### config.mk
export PLATFORM = sky130hd
export DESIGN_NAME = adder_operand_stager
export DESIGN_NICKNAME = d
export VERILOG_FILES = /design/src/rtl/adder_operand_stager.sv
export SDC_FILE = /design/constraint.sdc
export NUM_CORES = 1
export LEC_CHECK = 0
export BUFFER_PORTS_ARGS = -buffer_cell sky130_fd_sc_hd__buf_2
export CAP_MARGIN = 30
export CORE_AREA = 2 2 156 158
export DETAILED_ROUTE_END_ITERATION = 10
export DIE_AREA = 0 0 158 160
export MAX_ROUTING_LAYER = met4
export PLACE_DENSITY_LB_ADDON = 0.15
export SLEW_MARGIN = 20
export SYNTH_ARGS = -nofsm -noshare
export SYNTH_HDL_FRONTEND = slang
export SYNTH_SLANG_ARGS = --single-unit
### constraint.sdc
create_clock -name clock -period 1.8 [get_ports clock]
set_input_delay 0.18 -clock clock [delete_from_list [all_inputs] [get_ports clock]]
set_output_delay 0.18 -clock clock [all_outputs]
set_load 0.02 [all_outputs]
### src/rtl/adder_operand_stager.sv
// Stages MMIO x/y operand writes as {x, y} pairs in a DEPTH-entry FIFO feeding the adder's valid/ready port.
// Latency 1 cycle from y write to input_valid (0 with ADDER_STAGER_BYPASS_EN); y writes stall on y_wr_ready=0 when full.
`timescale 1ns/1ps

module adder_operand_stager #(
    parameter int WIDTH = 32,
    parameter int DEPTH = 4
) (
    input  logic                       clock,
    input  logic                       reset,
    input  logic                       x_wr_en,
    input  logic [WIDTH-1:0]           x_wr_data,
    input  logic                       y_wr_valid,
    output logic                       y_wr_ready,
    input  logic [WIDTH-1:0]           y_wr_data,
    input  logic                       flush,
    output logic                       input_valid,
    input  logic                       input_ready,
    output logic [WIDTH-1:0]           x,
    output logic [WIDTH-1:0]           y,
    output logic [$clog2(DEPTH):0]     count,
    output logic                       x_pending,
    output logic                       busy
);

    localparam int PTR_W = $clog2(DEPTH);
    localparam int CNT_W = PTR_W + 1;
    localparam logic [CNT_W-1:0] FULL_CNT = CNT_W'(DEPTH);

    typedef struct packed {
        logic [WIDTH-1:0] x;
        logic [WIDTH-1:0] y;
    } pair_t;

    pair_t             mem [DEPTH];
    logic [PTR_W-1:0]  wr_ptr;
    logic [PTR_W-1:0]  rd_ptr;
    logic [CNT_W-1:0]  cnt;
    logic [CNT_W-1:0]  cnt_next;
    logic [WIDTH-1:0]  x_hold;
    logic [WIDTH-1:0]  x_src;
    logic              empty;
    logic              bypass;
    logic              push;
    logic              pop;

    assign empty = (cnt == '0);
    // An x write in the same cycle as the y write is the x that gets paired.
    assign x_src = x_wr_en ? x_wr_data : x_hold;

`ifdef ADDER_STAGER_BYPASS_EN
    assign bypass = empty && y_wr_valid && input_ready && !flush;
`else
    assign bypass = 1'b0;
`endif

    assign push = y_wr_valid && y_wr_ready && !flush && !bypass;
    assign pop  = !empty && input_ready && !flush;

    always_comb begin
        cnt_next = cnt;
        if (flush)
            cnt_next = '0;
        else if (push && !pop)
            cnt_next = cnt + 1'b1;
        else if (pop && !push)
            cnt_next = cnt - 1'b1;
    end

    always_comb begin
        input_valid = !empty || bypass;
        x           = mem[rd_ptr].x;
        y           = mem[rd_ptr].y;
        if (bypass) begin
            x = x_src;
            y = y_wr_data;
        end
    end

    assign count = cnt;
    assign busy  = !empty;

    always_ff @(posedge clock or negedge reset) begin
        if (!reset) begin
            for (int i = 0; i < DEPTH; i++)
                mem[i] <= '0;
            wr_ptr     <= '0;
            rd_ptr     <= '0;
            cnt        <= '0;
            x_hold     <= '0;
            x_pending  <= 1'b0;
            y_wr_ready <= 1'b1;
        end else begin
            cnt        <= cnt_next;
            y_wr_ready <= (cnt_next != FULL_CNT);
            if (x_wr_en)
                x_hold <= x_wr_data;
            // A y handshake (stored or bypassed) consumes the pending x, even if x was written that cycle.
            if (flush || push || bypass)
                x_pending <= 1'b0;
            else if (x_wr_en)
                x_pending <= 1'b1;
            if (flush) begin
                wr_ptr <= '0;
                rd_ptr <= '0;
            end else begin
                if (push) begin
                    mem[wr_ptr] <= '{x: x_src, y: y_wr_data};
                    wr_ptr      <= wr_ptr + 1'b1;
                end
                if (pop)
                    rd_ptr <= rd_ptr + 1'b1;
            end
        end
    end

endmodule

After elaboration in Yosys (flattened, before gate mapping)
Index checks and enable logic that the tools add are counted.

operators by class
  order comparisons = 3
  reductions and logical operators = 17
  eq/ne operators = 1
  bitwise gates (word level) = 3
  add/subtract/negate cells = 4
  muxes and demuxes = 16

operators with widths
  cell                   count
  $bwmux W256            1
  $mux W64               3
  $bmux W64 S2           1
  $demux W64 S2          1
  $mux W32               1
  $mux W3                3
  $mux W2                4
  $logic_and A1 B1 Y1    7
  $ge A3 B3 Y1 const B   2
  $not A2 Y3             2
  $reduce_bool A2 Y1     3
  $add A2 B1 Y2 const B  2
  $logic_not A1 Y1       4
  $add A3 B1 Y3 const B  1
  $logic_not A3 Y1       1
  $lt A3 B1 Y1 const B   1
  $ne A3 B3 Y1 const B   1
  $sub A3 B1 Y3 const B  1
  $mux W1                2
  $reduce_and A2 Y1      1
  $logic_or A1 B1 Y1     1
  $not A1 Y1             1

storage, ports and cells
  logic and storage cells = 58
  bits in registers = 297

Depth between registers and ports, before layout
Gate-level depths: netlist (run 1).

  word-level depth = 9
  mapped depth = 8
  mapped depth without buffers = 6

Worst setup path before layout (run 1)
Ideal clock, no wire load.

  path type = register -> register
  from = register cnt[0] (netlist: count[0])
  to = register cnt[1] (netlist: count[1])
  data required time = 1.674 ns
  buffers on the path = 1
  arrival time = 1.638 ns
  stages on the path, launching flop included = 8
  path slack = 0.036 ns
  period minus slack after synthesis = 1.764 ns
  path through = dfrtp_1 -> inv_1 -> ha_1 -> nand2b_1 -> buf_2 -> and3_1 -> nor2_1 -> o311a_1

on the way
  cells in the longest elaborated chain, start to end = 8

RTL lines
  element                                                  line    RTL
  start: declaration                                       38      logic [CNT_W-1:0] cnt;
  start signal: assignment                                 94      cnt <= cnt_next;
  $logic_not A3 Y1 (*)                                     47      assign empty = (cnt == '0);
  $logic_not A1 Y1 (*)                                     --
  via busy                                                 23      output logic busy
  $logic_and A1 B1 Y1 (*) (2 in a row)                     58      assign pop = !empty && input_ready && !flush;
  $logic_and A1 B1 Y1 or $logic_not A1 Y1 (tied branches)  66, 64
  $mux W3 or $logic_and A1 B1 Y1 (tied branches)           66, 64
  $mux W3 (*)                                              64      else if (push && !pop)
  $mux W3 (*)                                              62      if (flush)
  via cnt_next[1]                                          39      logic [CNT_W-1:0] cnt_next;

The timed path passes the listed nets; every way through them passes the cells marked *.
A chain may end at the register's enable or synchronous reset.

Worst setup path after layout (run 1)
  from = register rd_ptr[0]
  to = output port y[8]

on the way
  cells in the longest elaborated chain, start to end = 4

RTL lines
  element                                      line  RTL
  start: declaration                           37    logic [PTR_W-1:0] rd_ptr;
  start signal: assignment                     112   rd_ptr <= rd_ptr + 1'b1;
  $not A2 Y3 (implied by the code)             73    y = mem[rd_ptr].y;
  $bmux W64 S2                                 73
  $mux W64 (implied by the code) (2 in a row)  73
  end: declaration                             20    output logic [WIDTH-1:0] y,

Every way passes these cells. The select of a mux whose other input is x is not followed.

==> impl_metrics.py, run 1 <==
metrics = {
    "outcome": {
        "status": "finished with violations",
        "violations": "setup timing",
    },
    "routing": {
        "vias": 7847,
        "drc": 0,
        "final_antenna_net_count": 0,
        "wl_per_cell_um": 18.4,
        "vias_per_cell": 5.30,
        "wl_mm": 27.3,
        "drt_iter0_drc": 390,
        "firstDrtPassIters": 4,
    },
    "synth": {
        "ys_warn_count": 0,
        "synth_flop_cell": "dfrtp_1",
        "synth-edff-count": 0,
        "ys_seq_elements": 297,
        "synth-seq-area-share_pct": 58.3,
        "syn_area_per_cell_um2": 13.8,
        "postSynthCellCount": 925,
        "ys_types": 38,
        "synth_area_mm2": 0.0127,
        "synthesis.nets": 1002,
        "synth-async-reset-ratio_pct": 100,
    },
    "timing": {
        "period_share_pct": 119,
        "setup_ws_ns": -0.337,
        "setup_viol_count_final": 64,
        "hold_violations": 0,
        "slew_headroom_pct": 68.1,
        "slew_viol_final": 0,
        "period_needed_ns": 2.14,
        "timing.fmax_ghz": 0.468,
        "finClkSkew_ns": 0.0106,
        "rsz0062_at_grt": "true",
        "tightestPinTransition_ns": 0.466,
    },
    "clock_tree": {
        "clock_latency_ns": 0.50,
        "cts_tree": "built",
        "cts_max_level": 2,
        "cts.path.max_buffers": 3,
        "clk_pin_slew_ns": 0.06,
        "clock-root-buffer": "clkbuf_16",
        "cts_inserted_buffers": 34,
        "cts_sinks": 297,
    },
    "floorplanning": {
        "die_x_um": 158,
        "die_y_um": 160,
        "start_util_pct": 53.5,
        "coreArea_mm2": 0.0238,
        "die_area_mm2": 0.0253,
        "io_pins": 141,
        "rows": 57,
    },
    "grt": {
        "track_usage_pct": 22.6,
        "grt_max_degree": 59,
        "grt_pass1_wl_mm": 43.6,
        "grt_pass1_vias": 8341,
        "grt_antenna_before_repair": 1,
        "grt_remaining_overflow": 0,
    },
    "placed_design": {
        "dp.cells": 1355,
        "place_congestion": 0.744,
        "placed_cell_area_mm2": 0.0139,
        "port_buffers": 140,
        "post-place-ws_ns": 0.131,
        "hpwl_mm": 16.4,
    },
    "finish": {
        "n_fill_cell": 1790,
        "post-route-util_pct": 66.7,
        "drive_gt1_share_pct": 37.3,
        "nets": 1211,
        "syn_to_final_growth_pct": 24.7,
        "final_area_mm2": 0.0159,
        "seq_area_mm2": 0.00744,
        "stdcell_count": 1481,
        "multi_input_comb_area_mm2": 0.00471,
    },
    "worst_setup_path": {
        "arrival_ns": 1.96,
        "slowest_stage": "mux4_2",
        "critPathMaxStageDelay_ns": 0.53,
        "crit_type": "reg -> out",
        "cp_top_family": "multiplexers",
        "crit_buf_inv": 3,
        "cp_cell_sequence": "buf_12 > clkbuf_16 > mux4_2 > buf_6",
        "r2r_cells": 5,
        "cp_data_required_time_ns": 1.62,
        "crit_fanout": 8,
        "worst-path-stages": 4,
        "cp-end-kind": "primary output",
        "cp-start-kind": "register",
    },
    "power": {
        "vdd_drop_max_uv": 1020,
        "cellLeakagePower_nw": 7.47,
        "power_density_mw_per_mm2": 1580,
        "p_total_mw": 25.1,
    },
    "hold_path": {
        "hold_depth": 3,
        "hold_class": "in -> reg",
    },
    "job": {
        "maxCapViolations": 0,
    },
}
[cells in the mapped netlist (2+ instances only)]
cell	instances	area (µm²)
nand2_1	131	492
nand3_1	3	15.0
mux2_2	119	1340
xor2_1	2	17.5
clkbuf_8	2	27.5
nor3_1	2	10.0
clkbuf_2	4	20.0
o21ai_0	129	646
ha_1	7	87.6
mux2_4	5	75.1
clkbuf_1	9	33.8
buf_2	11	55.1
buf_1	4	15.0
inv_1	38	143
a21oi_1	3	15.0
o21a_1	3	22.5
mux4_2	64	1440
buf_4	13	97.6
nand2_4	4	45.0
dfrtp_1	296	7410
mux2i_1	32	320
mux2_1	4	45.0
buf_6	20	225
nor2_1	5	18.8
and3_1	2	12.5
[through the flow]
stage | hold WS (ns) | TNS (ns)
5_1_grt | 0.0233 | -22.11
6_report | 0.00659 | -18.71
3_5_place_dp | 0.133 | 0
3_3_place_gp | 0.133 | 0
2_1_floorplan | -0.116 | 0
4_1_cts | 0.00141 | -20.79
[layer usage]
metal,track usage (%),vias up,wire length (µm)
met5,-,-,0
met4,5.94,0,607
met3,4.10,51,1240
met2,36.3,168,13300
met1,30.1,3945,12100
li1,-,3683,-
[flip-flops by register name, summed over array words and instances (netlist names)]
signal	cells
count	3
rd_ptr	2
y_wr_ready	1
x_pending	1
mem	256
x_hold	32
wr_ptr	2
[path summary, 6_finish.rpt]
path	slack (ns)	from	endpoint
setup / recovery	-0.34	rd_ptr[0]	y[8]
hold / removal	0.007	x_wr_data[15]	x_hold[15]
setup reg to reg	0.14	y_wr_ready	mem[153]
hold reg to reg	0.47	mem[112]	mem[112]
max in group asynchronous	0.87	reset	mem[185]
min in group asynchronous	0.19	reset	mem[212]
[report_power, final]
part,internal [mW],total (mW),switching [mW]
clock,3.96,6.58,2.62
combinational,4.48,8.40,3.93
sequential,8.97,10.1,1.16
total,17.4,25.1,7.71
[area by class of cell]
type,count,share of cell area (%)
Sequential cell,297,46.8
Tap cell,324,2.55
Clock inverter,9,0.283
Multi-Input combinational cell,527,29.6
Timing Repair Buffer,236,13.3
Antenna cell,1,0.0157
Clock buffer,49,6.49
Inverter,38,0.897
[cell families (layout without fill, tap and decap cells)]
kind of cell | after synthesis | after routing | share of synthesized area (%)
AOI/OAI and AO/OA | 141 | 141 | 5.71
xor gates and xnor gates | 3 | 3 | 0.206
adders and majority gates | 7 | 7 | 0.687
buffers and inverters | 101 | 332 | 4.84
DFF | 297 | 297 | 58.3
muxes | 224 | 224 | 25.3
other | 0 | 1 | 0
and+or+nand+nor | 152 | 152 | 4.94
[tightest hold or removal path, delay by kind of cell]
kind	cells	cell delay, ns
mux	1	0.13
buf+inv	2	0.16
[repair_timing]
action / 4_1_cts / 5_1_grt
setup endpoints to repair: 66 / 65
hold buffers: 55 / 0
gates resized for setup: 16 / 56
setup buffers: 2 / 5
cloned: 0 / 5
endpoints found under the hold margin: 240 / 0
[cell usage in the layout (no fill, tap or decap), drive strengths merged, types with 3 or more instances in the layout]
cell	synthesis	routed
dlygate4sd3	0	55
clkbuf	15	54
o21a	3	3
inv	38	38
ha	7	7
mux2i	32	32
nand2	135	135
mux2	128	128
nand3	3	3
nor2	5	5
dfrtp	296	296
buf	48	176
o21ai	130	130
clkinv	0	9
a21oi	3	3
mux4	64	64
Power figures use the tool's default switching activity.
==> run 2, diff against run 1 <==
CORE_AREA = 2 2 163 165   (was 2 2 156 158)
DIE_AREA = 0 0 165 167   (was 0 0 158 160)
==> run 2 against run 1 <==
The flow still finishes with violations (setup timing); critical path depth stayed put; register-to-register slack lost 0.02 ns; fmax decreased by 2.0%; first-iteration DRC count down 9.7%; via count about the same; worst setup slack worse by 0.043 ns; flip-flop and latch count stayed put; clock power shrank 6.4%; design area is 1.5% higher; sequential power hardly changed; critical endpoint is now x[28].
==> impl_metrics.py, run 2 (synthesized netlist as in run 1, its figures left out) <==
metrics = {
    "timing": {
        "slew_viol_final": 0,
        "timing.fmax_ghz": 0.459,
        "setup_viol_count_final": 64,
        "hold_violations": 0,
        "period_share_pct": 121,
        "rsz0062_at_grt": "true",
        "worst_hold_slack_ns": 0.0787,
        "setup_ws_ns": -0.380,
        "slew_headroom_pct": 73.3,
        "tightestPinTransition_ns": 0.389,
        "period_needed_ns": 2.18,
        "finClkSkew_ns": 0.00734,
    },
    "clock_tree": {
        "cts.path.max_buffers": 3,
        "cts_tree": "built",
        "cts_max_level": 1,
        "clock_latency_ns": 0.54,
        "cts_sinks": 297,
        "clk_pin_slew_ns": 0.06,
        "cts_inserted_buffers": 31,
        "clock-root-buffer": "clkbuf_16",
    },
    "finish": {
        "seq_area_mm2": 0.00744,
        "layout_commonest_cell": "dfrtp_1",
        "drive_gt1_share_pct": 36.6,
        "n_fill_cell": 2022,
        "multi_input_comb_area_mm2": 0.00471,
        "post-route-util_pct": 62.6,
        "nets": 1222,
        "regMostFlops": "mem",
        "syn_to_final_growth_pct": 26.6,
        "layout_common_cells": "294 x dfrtp_1, 131 x nand2_1, 129 x o21ai_0",
        "largest_reg_flops": 256,
    },
    "grt": {
        "track_usage_pct": 20.6,
        "grt-busiest-layer": "met2",
        "grt_max_degree": 70,
        "grt_antenna_before_repair": 1,
        "grt_pass1_vias": 8096,
        "use_met1_pct": 28.8,
        "grtUsageMet2_pct": 32.8,
        "gr-usage-met3_pct": 2.99,
        "grt_remaining_overflow": 0,
        "grt_pass1_wl_mm": 43.7,
    },
    "floorplanning": {
        "start_util_pct": 49.5,
        "die_x_um": 165,
        "rows": 59,
        "io_pins": 141,
        "die_y_um": 167,
        "die_area_mm2": 0.0276,
        "coreArea_mm2": 0.0258,
    },
    "hold_path": {
        "hp-start": "input_ready",
        "hold_class": "in -> reg",
        "hold_depth": 4,
    },
    "outcome": {
        "violations": "setup timing",
        "status": "finished with violations",
    },
    "worst_setup_path": {
        "crit_type": "reg -> out",
        "cp_cell_sequence": "buf_12 > buf_16 > mux4_2 > buf_6",
        "cp_data_required_time_ns": 1.62,
        "cp-end-kind": "primary output",
        "slowest_stage": "mux4_2",
        "critPathMaxStageDelay_ns": 0.55,
        "arrival_ns": 2.00,
        "r2r-start": "y_wr_ready",
        "r2r_cells": 5,
        "crit_fanout": 6,
        "critical_path.startpoint": "rd_ptr[0]",
        "cp-start-kind": "register",
    },
    "routing": {
        "final_antenna_net_count": 0,
        "vias_per_cell": 5.22,
        "drt_iter0_drc": 352,
        "drc": 0,
        "vias": 7850,
        "firstDrtPassIters": 4,
        "wl_mm": 27.2,
        "wl_per_cell_um": 18.1,
    },
    "power": {
        "vdd_drop_max_uv": 788,
        "cellLeakagePower_nw": 7.53,
        "power_density_mw_per_mm2": 1560,
    },
    "placed_design": {
        "hpwl_mm": 16.4,
        "port_buffers": 140,
        "place_congestion": 0.785,
    },
    "job": {
        "maxCapViolations": 0,
    },
}
-- run 2: cell types whose count changed in the layout (fill, tap and decap cells not counted), sizes merged --
cell / change
buf: +2
clkbuf: +4
dlygate4sd3: +13
clkinv: -8
inv: +1
-- run 2: worst paths after layout --
path	to	slack, ns
worst max-delay path	x[28]	-0.38
worst min-delay path	rd_ptr[1]	0.08
worst max register to register	mem[222]	0.12
worst min register to register	mem[42]	0.48
max in group asynchronous	mem[89]	0.99
min in group asynchronous	mem[69]	0.14
-- run 2: metal layers --
| layer | part of all wire (%) | vias to the layer above |
|---|---|---|
| met3 | 3.4 | 30 |
| met1 | 47 | 3984 |
| met2 | 48 | 124 |
| li1 | - | 3712 |
| met5 | 0 | - |
| met4 | 1.4 | 0 |
-- run 2: area by class of cell --
cell class	count	area share, %
antenna	1	0.0155
clock buffer	54	6.15
clock inverter	2	0.0853
inverter	38	0.884
multi-input combinational	527	29.2
sequential	297	46.1
tap	335	2.60
timing repair buffer	250	14.9
-- run 2: what timing repair did --
item	in CTS	in global routing
setup buffers	1	5
hold buffers	68	0
hold endpoints to repair	463	0
gates cloned	0	4
pin swaps	1	1
resized for setup	18	97
setup endpoints to repair	66	66
-- run 2: worst max-delay path: cells and delay by family (launching register included) --
family,cells,cell delay (ns)
flops,1,0.44
buf+inv,3,0.46
mux,1,0.55
-- run 2: metrics by stage --
step                setup TNS (ns)  total power [mW]  setup WS [ns]  std cells  cell area [µm²]
finish                      -22.10              25.1         -0.380       1504            16100
global route                -26.05              26.6         -0.434       1504            16100
CTS                         -24.33              24.2         -0.419       1494            15700
detailed placement               0              17.6          0.130       1369            13900
global placement                 0              17.4          0.175       1369            13900
floorplan                        0              15.2         0.0357        925            12700
-- run 2: where the power goes --
group | total, mW | switching [mW] | leakage [nW] | internal (mW)
sequential | 10.1 | 1.11 | 3.73 | 8.97
combinational | 8.89 | 4.00 | 3.30 | 4.89
clock | 6.16 | 2.47 | 0.496 | 3.69
total | 25.1 | 7.59 | 7.53 | 17.5
==> run 3, diff against run 2 <==
CTS_CLUSTER_DIAMETER = 100   (was unset)
SKIP_CTS_REPAIR_TIMING = 1   (was unset)
==> run 3 against run 2 <==
The run still ends with setup timing left; die area is the same; count of clock-buffer cells in the layout is the same; register-to-register slack gained 0.02 ns; wire length shrank 0.50%; sequential power is essentially flat; worst setup slack lost 0.0099 ns; power is essentially flat; non-clock buffer count grew 2; global-route usage shrank 0.47 points; largest cell class unchanged; clock power is essentially flat; critical endpoint unchanged; clock skew shrank 0.0023 ns; via count shrank 0.13%.
==> impl_metrics.py, run 3 (synthesized netlist as in run 1, its figures left out) <==
metrics = {
    "placed_design": {
        "place_congestion": 0.785,
        "port_buffers": 140,
        "hpwl_mm": 16.4,
        "post-place-ws_ns": 0.130,
        "placed_cell_area_mm2": 0.0139,
        "dp.cells": 1369,
    },
    "timing": {
        "worst_hold_slack_ns": 0.0955,
        "setup_ws_ns": -0.390,
        "period_needed_ns": 2.19,
        "slew_headroom_pct": 73.0,
        "tightestPinTransition_ns": 0.393,
        "finClkSkew_ns": 0.00509,
        "setup_viol_count_final": 64,
        "fin_setup_tns_ns": -21.93,
        "period_share_pct": 122,
        "hold_violations": 0,
        "rsz0062_at_grt": "true",
        "slew_viol_final": 0,
        "timing.fmax_ghz": 0.457,
    },
    "routing": {
        "wl_mm": 27.1,
        "drt_iter0_drc": 323,
        "final_antenna_net_count": 0,
        "drc": 0,
        "vias_per_cell": 5.21,
        "firstDrtPassIters": 4,
        "wl_per_cell_um": 18.0,
        "vias": 7840,
    },
    "worst_setup_path": {
        "slowest_stage": "mux4_2",
        "cp_data_required_time_ns": 1.62,
        "cp_cell_sequence": "buf_12 > buf_16 > mux4_2 > buf_6",
        "r2r_cells": 5,
        "arrival_ns": 2.01,
        "crit_buf_inv": 3,
        "cp-start-kind": "register",
        "worst-path-stages": 4,
        "critPathMaxStageDelay_ns": 0.55,
        "cp_top_family": "multiplexers",
        "cp-end-kind": "primary output",
        "crit_type": "reg -> out",
        "crit_fanout": 6,
    },
    "finish": {
        "syn_to_final_growth_pct": 26.6,
        "regMostFlops": "mem",
        "drive_gt1_share_pct": 36.7,
        "nets": 1224,
        "largest_reg_flops": 256,
        "stdcell_count": 1506,
        "layout_commonest_cell": "dfrtp_1",
        "layout_common_cells": "294 x dfrtp_1, 131 x nand2_1, 129 x o21ai_0",
        "post-route-util_pct": 62.6,
        "n_fill_cell": 2021,
        "final_area_mm2": 0.0161,
    },
    "hold_path": {
        "hold_depth": 4,
        "hold_class": "in -> reg",
    },
    "grt": {
        "grt_max_degree": 70,
        "track_usage_pct": 20.2,
        "grt_antenna_before_repair": 0,
        "grt_remaining_overflow": 0,
        "grt_pass1_vias": 7776,
        "grt_pass1_wl_mm": 42.5,
    },
    "clock_tree": {
        "cts_sinks": 297,
        "cts_inserted_buffers": 31,
        "cts_tree": "built",
        "cts_max_level": 1,
        "clock-root-buffer": "clkbuf_16",
        "cts.path.max_buffers": 3,
        "clk_pin_slew_ns": 0.06,
        "clock_latency_ns": 0.54,
    },
    "power": {
        "vdd_drop_max_uv": 788,
        "power_density_mw_per_mm2": 1560,
        "p_total_mw": 25.1,
        "cellLeakagePower_nw": 7.54,
    },
    "floorplanning": {
        "start_util_pct": 49.5,
        "die_y_um": 167,
        "io_pins": 141,
        "die_x_um": 165,
        "coreArea_mm2": 0.0258,
        "rows": 59,
        "die_area_mm2": 0.0276,
    },
    "job": {
        "maxCapViolations": 0,
    },
    "outcome": {
        "violations": "setup timing",
        "status": "finished with violations",
    },
}
run 3: final timing paths:
path | slack [ns] | endpoint | start
worst min-delay path | 0.1 | rd_ptr[1] | input_ready
worst max register to register | 0.14 | mem[153] | y_wr_ready
worst max-delay path | -0.39 | x[28] | rd_ptr[0]
max in group asynchronous | 1.00 | mem[229] | reset
worst min register to register | 0.47 | mem[255] | mem[255]
min in group asynchronous | 0.14 | mem[69] | reset
run 3: tightest hold or removal path: stages:
cell and delay (ns):
buf_2 0.16, nand3_1 0.10, xor2_1 0.07, nor2_1 0.09
run 3: cell type report:
cell class                 count  area (µm²)  area share [%]
antenna                        1        2.50          0.0155
clock buffer                  54         992            6.15
clock inverter                 2        13.8          0.0853
inverter                      38         143           0.884
multi-input combinational    527        4710            29.2
sequential                   297        7440            46.1
tap                          335         419            2.60
timing repair buffer         252        2410            15.0
run 3: power by group:
group / total (mW) / internal, mW / switching (mW) / leakage (nW)
combinational: 8.86 / 4.89 / 3.97 / 3.31
clock: 6.17 / 3.69 / 2.48 / 0.496
sequential: 10.1 / 8.97 / 1.12 / 3.73
run 3: routing by layer:
| layer | routed length (µm) | up-vias | global-route usage (%) |
|---|---|---|---|
| li1 | - | 3711 | - |
| met1 | 12700 | 3960 | 28.3 |
| met2 | 13100 | 141 | 31.6 |
| met3 | 1010 | 28 | 3.36 |
| met4 | 371 | 0 | 3.82 |
| met5 | 0 | - | - |
